### src/rtl/scu_pkg.sv
// Shared definitions for the scu transaction tracker: FSM state encoding,
// master-select encodings and the default AxLEN width.
package scu_pkg;

  localparam int LEN_W_DEF = 8;

  localparam logic [1:0] MSEL_NONE = 2'b00;
  localparam logic [1:0] MSEL_M1   = 2'b01;
  localparam logic [1:0] MSEL_M2   = 2'b10;

  typedef enum logic [2:0] {
    IDLE    = 3'd0,
    WR_ADDR = 3'd1,
    WR_DATA = 3'd2,
    WR_RESP = 3'd3,
    RD_DATA = 3'd4,
    DONE    = 3'd5
  } txn_state_e;

  // A grant is live only for M1 or M2; 00 and 11 both mean "no master".
  function automatic logic msel_granted(input logic [1:0] sel);
    return (sel == MSEL_M1) || (sel == MSEL_M2);
  endfunction

endpackage

### src/rtl/beat_counter.sv
// Beat counter shared by the write and read paths of axi_txn_tracker.
// Holds the latched burst length and the number of completed beats; the
// count is one bit wider than AxLEN so a 256-beat burst fits, and it
// saturates instead of wrapping. at_len is high while the next beat is the
// one that must carry LAST.
module beat_counter
  import scu_pkg::*;
#(
  parameter int LEN_W = LEN_W_DEF
) (
  input  logic             clk,
  input  logic             rstn,
  input  logic             clr,
  input  logic             load,
  input  logic [LEN_W-1:0] len_in,
  input  logic             inc,
  output logic             at_len
);

  localparam logic [LEN_W:0] CNT_MAX  = {(LEN_W+1){1'b1}};
  localparam logic [LEN_W:0] CNT_ZERO = {(LEN_W+1){1'b0}};
  localparam logic [LEN_W:0] CNT_ONE  = {{LEN_W{1'b0}}, 1'b1};

  logic [LEN_W:0]   count_r;
  logic [LEN_W-1:0] len_r;

  // Beat count and burst length registers; clear beats load, saturate at max.
  always_ff @(posedge clk) begin
    if (!rstn) begin
      count_r <= CNT_ZERO;
      len_r   <= {LEN_W{1'b0}};
    end else begin
      if (clr) begin
        count_r <= CNT_ZERO;
      end else if (inc && (count_r != CNT_MAX)) begin
        count_r <= count_r + CNT_ONE;
      end else begin
        count_r <= count_r;
      end
      if (load) begin
        len_r <= len_in;
      end else begin
        len_r <= len_r;
      end
    end
  end

  assign at_len = (count_r == {1'b0, len_r});

endmodule

### src/rtl/axi_txn_tracker.sv
// AXI transaction-completion tracker for the scu arbiter. Follows one write
// (AW -> W beats -> B) or read (AR -> R beats) of the granted master and
// pulses endtrans for one cycle after the final handshake. A grant change
// while busy aborts silently. len_err is sticky on LAST/length mismatch.
// Optional watchdog: define AXI_TXN_TIMEOUT_EN to add the timeout port and
// force completion after TIMEOUT_CYC cycles without handshake progress.
module axi_txn_tracker
  import scu_pkg::*;
#(
  parameter int LEN_W       = LEN_W_DEF,
  parameter int TIMEOUT_CYC = 256
) (
  input  logic             clk,
  input  logic             rstn,
  input  logic [1:0]       mas_sel,
  input  logic             awvalid,
  input  logic             awready,
  input  logic [LEN_W-1:0] awlen,
  input  logic             wvalid,
  input  logic             wready,
  input  logic             wlast,
  input  logic             bvalid,
  input  logic             bready,
  input  logic             arvalid,
  input  logic             arready,
  input  logic [LEN_W-1:0] arlen,
  input  logic             rvalid,
  input  logic             rready,
  input  logic             rlast,
  output logic             endtrans,
  output logic             busy,
  output logic             len_err
`ifdef AXI_TXN_TIMEOUT_EN
  ,
  output logic             timeout
`endif
);

  txn_state_e       state_r;
  txn_state_e       state_s;
  logic [1:0]       sel_r;
  logic             endtrans_r;
  logic             busy_r;
  logic             len_err_r;

  logic             aw_hs_s, w_hs_s, b_hs_s, ar_hs_s, r_hs_s;
  logic             abort_s;
  logic             wd_fire_s;
  logic             err_set_s;
  logic             cnt_clr_s;
  logic             cnt_load_s;
  logic             cnt_inc_s;
  logic [LEN_W-1:0] cnt_len_s;
  logic             at_len_s;

  assign aw_hs_s = awvalid && awready;
  assign w_hs_s  = wvalid  && wready;
  assign b_hs_s  = bvalid  && bready;
  assign ar_hs_s = arvalid && arready;
  assign r_hs_s  = rvalid  && rready;

  // Grant seen at transaction start is held in sel_r; any change aborts.
  // DONE is excluded: the completion has already been committed.
  assign abort_s = (state_r != IDLE) && (state_r != DONE) && (mas_sel != sel_r);

  beat_counter #(.LEN_W(LEN_W)) u_beat_counter (
    .clk    (clk),
    .rstn   (rstn),
    .clr    (cnt_clr_s),
    .load   (cnt_load_s),
    .len_in (cnt_len_s),
    .inc    (cnt_inc_s),
    .at_len (at_len_s)
  );

  // Next-state, counter control and length-check decode; abort beats watchdog.
  always_comb begin
    state_s    = state_r;
    cnt_clr_s  = 1'b0;
    cnt_load_s = 1'b0;
    cnt_inc_s  = 1'b0;
    cnt_len_s  = awlen;
    err_set_s  = 1'b0;
    if (abort_s) begin
      state_s   = IDLE;
      cnt_clr_s = 1'b1;
    end else if (wd_fire_s) begin
      state_s = DONE;
    end else begin
      case (state_r)
        IDLE: begin
          cnt_clr_s = 1'b1;
          if (!msel_granted(mas_sel)) begin
            state_s = IDLE;
          end else if (aw_hs_s) begin
            state_s    = WR_DATA;
            cnt_load_s = 1'b1;
            cnt_len_s  = awlen;
          end else if (awvalid) begin
            state_s = WR_ADDR;
          end else if (ar_hs_s) begin
            state_s    = RD_DATA;
            cnt_load_s = 1'b1;
            cnt_len_s  = arlen;
          end else begin
            state_s = IDLE;
          end
        end
        WR_ADDR: begin
          // Early W beats are counted; the length check starts after AW.
          cnt_inc_s = w_hs_s;
          if (aw_hs_s) begin
            state_s    = WR_DATA;
            cnt_load_s = 1'b1;
            cnt_len_s  = awlen;
          end else begin
            state_s = WR_ADDR;
          end
        end
        WR_DATA: begin
          if (w_hs_s) begin
            cnt_inc_s = 1'b1;
            err_set_s = (wlast != at_len_s);
            state_s   = wlast ? WR_RESP : WR_DATA;
          end else begin
            state_s = WR_DATA;
          end
        end
        WR_RESP: begin
          if (b_hs_s) begin
            state_s = DONE;
          end else begin
            state_s = WR_RESP;
          end
        end
        RD_DATA: begin
          if (r_hs_s) begin
            cnt_inc_s = 1'b1;
            err_set_s = (rlast != at_len_s);
            state_s   = rlast ? DONE : RD_DATA;
          end else begin
            state_s = RD_DATA;
          end
        end
        DONE: begin
          state_s   = IDLE;
          cnt_clr_s = 1'b1;
        end
        default: begin
          state_s   = IDLE;
          cnt_clr_s = 1'b1;
        end
      endcase
    end
  end

  // State, latched grant and registered outputs.
  always_ff @(posedge clk) begin
    if (!rstn) begin
      state_r    <= IDLE;
      sel_r      <= MSEL_NONE;
      endtrans_r <= 1'b0;
      busy_r     <= 1'b0;
      len_err_r  <= 1'b0;
    end else begin
      state_r <= state_s;
      if (state_r == IDLE) begin
        sel_r <= mas_sel;
      end else begin
        sel_r <= sel_r;
      end
      endtrans_r <= (state_s == DONE);
      busy_r     <= (state_s != IDLE);
      len_err_r  <= len_err_r || err_set_s;
    end
  end

  assign endtrans = endtrans_r;
  assign busy     = busy_r;
  assign len_err  = len_err_r;

`ifdef AXI_TXN_TIMEOUT_EN
  localparam int WD_W = (TIMEOUT_CYC > 1) ? $clog2(TIMEOUT_CYC) : 1;
  localparam logic [WD_W-1:0] WD_LIMIT = WD_W'(TIMEOUT_CYC - 32'sd1);
  localparam logic [WD_W-1:0] WD_ONE   = WD_W'(32'd1);

  logic [WD_W-1:0] wd_r;
  logic            timeout_r;
  logic            wd_active_s;
  logic            progress_s;

  assign wd_active_s = (state_r == WR_ADDR) || (state_r == WR_DATA) ||
                       (state_r == WR_RESP) || (state_r == RD_DATA);
  assign progress_s  = aw_hs_s || w_hs_s || b_hs_s || ar_hs_s || r_hs_s;
  assign wd_fire_s   = wd_active_s && !progress_s && (wd_r == WD_LIMIT);

  // Watchdog: count consecutive stalled tracking cycles, latch sticky timeout.
  always_ff @(posedge clk) begin
    if (!rstn) begin
      wd_r      <= {WD_W{1'b0}};
      timeout_r <= 1'b0;
    end else begin
      if (!wd_active_s || progress_s || wd_fire_s || abort_s) begin
        wd_r <= {WD_W{1'b0}};
      end else begin
        wd_r <= wd_r + WD_ONE;
      end
      if (wd_fire_s && !abort_s) begin
        timeout_r <= 1'b1;
      end else begin
        timeout_r <= timeout_r;
      end
    end
  end

  assign timeout = timeout_r;
`else
  logic unused_timeout_cfg;

  assign wd_fire_s          = 1'b0;
  assign unused_timeout_cfg = (TIMEOUT_CYC > 32'sd0);
`endif

endmodule

### config.mk
export PLATFORM = sky130hd
export DESIGN_NAME = axi_txn_tracker
export DESIGN_NICKNAME = d
export VERILOG_FILES = /design/src/rtl/scu_pkg.sv /design/src/rtl/beat_counter.sv /design/src/rtl/axi_txn_tracker.sv
export SDC_FILE = /design/constraint.sdc
export NUM_CORES = 1
export LEC_CHECK = 0
export BUFFER_PORTS_ARGS = -buffer_cell sky130_fd_sc_hd__buf_4
export CAP_MARGIN = 30
export CORE_UTILIZATION = 40
export CTS_BUF_LIST = sky130_fd_sc_hd__clkbuf_16
export CTS_CLUSTER_SIZE = 8
export DETAILED_ROUTE_END_ITERATION = 16
export PLACE_DENSITY = 0.72
export SYNTH_ARGS = -nofsm -noshare
export SYNTH_HDL_FRONTEND = slang
export SYNTH_SLANG_ARGS = --single-unit
### constraint.sdc
create_clock -name clk -period 2.65 [get_ports clk]
set_clock_uncertainty 0.15 [all_clocks]
set_input_delay 0.795 -clock clk [delete_from_list [all_inputs] [get_ports clk]]
set_output_delay 0.795 -clock clk [all_outputs]
set_load 0.01 [all_outputs]
# Word-level counts from Yosys, hierarchy flattened
# Cells that the tools add are included.
# classes
addsub	1
mul	0
n_div	0
n_lt_le_gt_ge	0
eq_ne	13
shift	0
muxes	35
n_bitwise	1
reduce_logical	15
# op_table
op	n
$mux W8	6
$mux W1	18
$mux W3	6
$pmux W3 S5	1
$add A9 B1 Y9 const B	1
$eq A9 B8 Y1	1
$ne A9 B9 Y1 const B	1
$logic_and A1 B1 Y1	8
$eq A3 B2 Y1 const B	2
$eq A3 B3 Y1 const B	2
$reduce_bool A3 Y1	2
$pmux W1 S2	2
$reduce_or A4 Y1	1
$eq A3 B1 Y1 const B	1
$logic_not A3 Y1	1
$ne A3 B3 Y1 const B	1
$pmux W1 S3	1
$eq A2 B1 Y1 const B	1
$eq A2 B2 Y1 const B	1
$logic_or A1 B1 Y1	2
$mux W2	1
$ne A1 B1 Y1	2
$ne A2 B2 Y1	1
$reduce_or A2 Y1	1
$not A1 Y1	1
# totals
register_bits	25
latchBits	0
ramBits	0
rom_bits	0
in_bits	32
memories	0

# Logic depth before layout (Yosys ltp)
# depth
word_depth	8
depth_mapped	9

# Cells and area by module
# From an unflattened synthesis, not the netlist that was laid out.
# unflattened
hier_cells	159
hier_area_um2	1468.9
# modules_own_cells
module	n_inst	cells_each	area_each_um2	seq_area_each_um2
beat_counter	1	83	807.0	340.3
axi_txn_tracker	1	76	661.9	160.2

# Worst setup path after synthesis
# No wires, ideal clock.
# synth_timing
path_type	input to register
from	input port awvalid
to	register u_beat_counter.len_r[6]
setup_time_ns	0.116
arrival_ns	2.065
t_required_ns	2.384
setup_slack_ns	0.319
stages	7
n_path_buf	2
path_cell_list	and3b_1 -> nand3_2 -> buf_6 -> a2111oi_4 -> buf_6 -> nand2_1 -> o211a_1
# synth_via
elab_chain_cells	5
elab_cells_between_ends	12
# synth_rtl
element	line_no	rtl
start, declared	axi_txn_tracker.sv:16	input logic awvalid,
$mux W1, or another cell as far along	axi_txn_tracker.sv:99	end else if (awvalid) begin
$mux W1 / $mux W8 (equally long branches)	axi_txn_tracker.sv:95	end else if (aw_hs_s) begin
$mux W1 / $mux W8 (equally long branches)	axi_txn_tracker.sv:93	if (!msel_granted(mas_sel)) begin
$pmux W1 S2 / $mux W8 (equally long branches)	n/a	
$mux W1 / $mux W8 (equally long branches)	axi_txn_tracker.sv:84	if (abort_s) begin
end signal, assigned	beat_counter.sv:31	len_r <= {LEN_W{1'b0}};
end signal, assigned	beat_counter.sv:41	len_r <= len_in;
end signal, assigned	beat_counter.sv:43	len_r <= len_r;
end, declared	beat_counter.sv:25	logic [LEN_W-1:0] len_r;
# Parallel ways exist; a longest one is shown, timed or not.
# A chain may end at the register's enable or synchronous reset.

# Worst setup path in the final report
# layout_timing
from	input port mas_sel[1]
to	register u_beat_counter.count_r[5]
# layout_via
elab_chain_cells	4
elab_cells_between_ends	6
# layout_rtl
element	line_no	rtl
start, declared	axi_txn_tracker.sv:15	input logic [1:0] mas_sel,
$ne A2 B2 Y1 (*)	axi_txn_tracker.sv:64	assign abort_s = (state_r != IDLE) && (state_r != DONE) && (mas_sel != sel_r);
$logic_and A1 B1 Y1 (*)	axi_txn_tracker.sv:64	
$mux W1	axi_txn_tracker.sv:84	
$reduce_or A2 Y1 (no line) / $logic_and A1 B1 Y1 (equally long branches)	n/a	
end signal, assigned	beat_counter.sv:36	count_r <= count_r + CNT_ONE;
end signal, assigned	beat_counter.sv:38	count_r <= count_r;
end, declared	beat_counter.sv:24	logic [LEN_W:0] count_r;
# Every way passes the cells marked *; elsewhere a longest branch is shown, timed or not.

==> load_flow_metrics.sql <==
INSERT INTO impl_metrics (metric_group, metric, value, unit) VALUES
('flow_run', 'max-cap-violations', '0', ''),
('sta', 'finalSetupViolCount', '0', ''),
('setup_path', 'cp-end-kind', 'flip-flop', ''),
('grt', 'grt_max_degree', '17', ''),
('routing', 'route.detailed.drc', '0', ''),
('synthesis', 'yosys_register_bits', '25', ''),
('synthesis', 'synth_cells', '156', ''),
('clock_tree', 'tritoncts', 'yes', ''),
('clock_tree', 'clock_tree.root_cell', 'sky130_fd_sc_hd__clkbuf_16', ''),
('synthesis', 'yosys.area.top_type_share', '34.0', '%'),
('grt', 'grt_first_pass_wirelength', '5510', 'um'),
('synthesis', 'synth-async-reset-ratio', '0', '%'),
('setup_path', 'required', '2.68', 'ns'),
('setup_path', 'critPathLaunch', 'mas_sel[1]', ''),
('layout', 'diodes', '0', ''),
('layout', 'finish.instance_area', '1830', 'um2'),
('sta', 'timing.final.crit_share', '84.8', '%'),
('floorplanning', 'fp.coreArea', '3420', 'um2'),
('clock_tree', 'cts_inserted_buffers', '3', ''),
('setup_path', 'worst_r2r_startpoint', 'state_r[0]$_SDFF_PN0_', ''),
('floorplanning', 'floorplan.initialDensity', '43.0', '%'),
('sta', 'grt_setup_unrepaired', 'false', ''),
('floorplanning', 'placementRows', '21', ''),
('run_status', 'outcome', 'completed', ''),
('sta', 'final-max-slew-violation-count', '0', ''),
('sta', 'achievable-frequency', '0.445', 'GHz'),
('setup_path', 'ff2ff_path_depth', '5', ''),
('sta', 'slew-limit-headroom', '65.5', '%'),
('grt', 'grt_pass1_vias', '1288', ''),
('setup_path', 'crit_path_end', 'u_beat_counter.count_r[5]$_SDFFE_PP0P_', ''),
('floorplanning', 'dieWidth', '62.6', 'um'),
('routing', 'vias', '1271', ''),
('placed_design', 'place_area', '1750', 'um2'),
('grt', 'gr-usage-met1', '18.7', '%'),
('floorplanning', 'die_y', '62.6', 'um'),
('layout', 'area.growth.synth_to_final', '24.6', '%'),
('setup_path', 'timing.setup.critical_path_class', 'input port to flip-flop', ''),
('power', 'power_per_cell_area', '514', 'nW/um2'),
('synthesis', 'ys_dominant_reg_cell', 'sky130_fd_sc_hd__dfxtp_1', ''),
('min_path', 'min_path_type', 'flip-flop to flip-flop', ''),
('setup_path', 'cp_data_arrival_time', '2.28', 'ns'),
('grt', 'global_route_met3_utilization', '4.20', '%'),
('sta', 'final_critical_path_time_including_i_o_delays_and_setup', '2.25', 'ns'),
('sta', 'worst-slew-pin-transition', '0.517', 'ns'),
('synthesis', 'yosysTopAreaCell', 'sky130_fd_sc_hd__dfxtp_1', ''),
('synthesis', 'most_instantiated_cells_after_synthesis', '25 x sky130_fd_sc_hd__dfxtp_1, 15 x sky130_fd_sc_hd__nand2_1, 13 x sky130_fd_sc_hd__mux2i_1', ''),
('routing', 'routed_wl', '3100', 'um'),
('layout', 'num-nets-final', '225', ''),
('synthesis', 'syn_area_per_cell', '9.42', 'um2'),
('grt', 'grt_busiest_layer', 'met2', ''),
('setup_path', 'crit_path_max_fanout', '9', ''),
('synthesis', 'synthesis.nets', '190', ''),
('routing', 'detail_route.iter0.violations', '56', ''),
('setup_path', 'reg2reg_slack', '0.44', 'ns'),
('sta', 'tns', '0', 'ns'),
('routing', 'dr.pass1.iters', '4', ''),
('layout', 'layout-drive-gt1-share', '26.3', '%'),
('clock_tree', 'clkTransAtPathRegs', '0.06', 'ns'),
('layout', 'multi_input_comb_area', '897', 'um2'),
('floorplanning', 'ios', '35', ''),
('layout', 'area.sequential', '500', 'um2'),
('clock_tree', 'cts.path.max_buffers', '2', ''),
('synthesis', 'synth_cell_types', '44', ''),
('synthesis', 'post-synth-top-count-cell', 'sky130_fd_sc_hd__dfxtp_1', ''),
('routing', 'avgViaCountPerCell', '5.39', ''),
('layout', 'fill_cells', '317', ''),
('grt', 'globalRouteTotalUtil', '17.3', '%'),
('synthesis', 'syn_area', '1470', 'um2'),
('routing', 'detail_route.wl_per_cell', '13.1', 'um'),
('sta', 'timing_hold_violations_final', '0', ''),
('grt', 'grt_use_met2', '33.8', '%');
## metal layers
layer  vias up  part of all wire (%)
met2        33                    54
met4         0                  0.58
met5         -                     0
met1       601                    41
li1        635                     -
met3         2                   5.0
## where the power goes
group	switching [mW]	internal (mW)	leakage, nW
clock network	0.131	0.203	0.0409
registers	0.0237	0.398	0.203
logic	0.0836	0.102	0.605
total	0.238	0.703	0.849
## critical path: stages
cell	delay, ns
sky130_fd_sc_hd__buf_4	0.13
sky130_fd_sc_hd__xor2_1	0.16
sky130_fd_sc_hd__o22ai_1	0.33
sky130_fd_sc_hd__o211ai_4	0.21
sky130_fd_sc_hd__or4_1	0.51
sky130_fd_sc_hd__a21oi_1	0.15
## metrics by stage
step | power (mW) | cells | setup WS [ns] | hold slack [ns]
floorplan | 0.555 | 156 | 0.319 | 0.327
global placement | 0.611 | 232 | 0.203 | 0.303
detailed placement | 0.617 | 232 | 0.145 | 0.319
CTS | 0.944 | 236 | 0.400 | 0.334
global route | 0.985 | 236 | 0.282 | 0.377
finish | 0.941 | 236 | 0.403 | 0.341
## cells in the final DEF, fill, tap and decap left out, types with 2 or more instances in the layout
cell	netlist	final
sky130_fd_sc_hd__a21oi_1	6	6
sky130_fd_sc_hd__a22o_1	2	2
sky130_fd_sc_hd__buf_4	1	37
sky130_fd_sc_hd__clkbuf_16	0	3
sky130_fd_sc_hd__dfxtp_1	25	25
sky130_fd_sc_hd__ha_1	2	2
sky130_fd_sc_hd__inv_1	5	5
sky130_fd_sc_hd__mux2i_1	13	13
sky130_fd_sc_hd__nand2_1	15	15
sky130_fd_sc_hd__nand3_1	5	5
sky130_fd_sc_hd__nand4_1	2	2
sky130_fd_sc_hd__nor2_1	11	11
sky130_fd_sc_hd__nor2b_1	5	5
sky130_fd_sc_hd__nor3_1	2	2
sky130_fd_sc_hd__o2111ai_1	2	2
sky130_fd_sc_hd__o211a_1	8	8
sky130_fd_sc_hd__o21ai_0	3	3
sky130_fd_sc_hd__o31ai_1	2	2
sky130_fd_sc_hd__or3_1	3	3
sky130_fd_sc_hd__or4_1	2	2
sky130_fd_sc_hd__xnor2_1	10	10
sky130_fd_sc_hd__xor2_1	6	6
## layout make-up
type / instances / area share [%]
timing repair buffer: 37 / 15.2
tap: 46 / 3.14
multi-input combinational: 119 / 49.0
clock inverter: 1 / 0.273
inverter: 5 / 1.02
clock buffer: 3 / 4.10
sequential: 25 / 27.3
## worst min-delay path by stage
stage,end,cells past startpoint
after CTS,len_err$_SDFF_PN0_,2
after detailed placement,len_err$_SDFF_PN0_,2
after floorplan,u_beat_counter.count_r[5]$_SDFFE_PP0P_,2
final,len_err$_SDFF_PN0_,2
after global routing,len_err$_SDFF_PN0_,2
after global placement,len_err$_SDFF_PN0_,2
## registers in the layout (all words and copies together), names as in the netlist
| signal | count |
|---|---|
| busy | 1 |
| sel_r | 2 |
| state_r | 3 |
| u_beat_counter.count_r | 9 |
| endtrans | 1 |
| u_beat_counter.len_r | 8 |
| len_err | 1 |
## logic make-up (layout without fill, tap and decap cells)
group | Yosys count | after routing | share of synthesized area, %
AND/OR/NAND/NOR | 53 | 53 | 19.5
XOR/XNOR | 17 | 17 | 10.6
buffers and inverters | 12 | 46 | 4.94
adder cells (fa/ha/maj) | 3 | 3 | 2.38
flip-flops | 25 | 25 | 34.0
multiplexers | 13 | 13 | 8.85
AO/OA/AOI/OAI | 33 | 33 | 19.7
No activity file was read; power rests on OpenSTA's default activity.
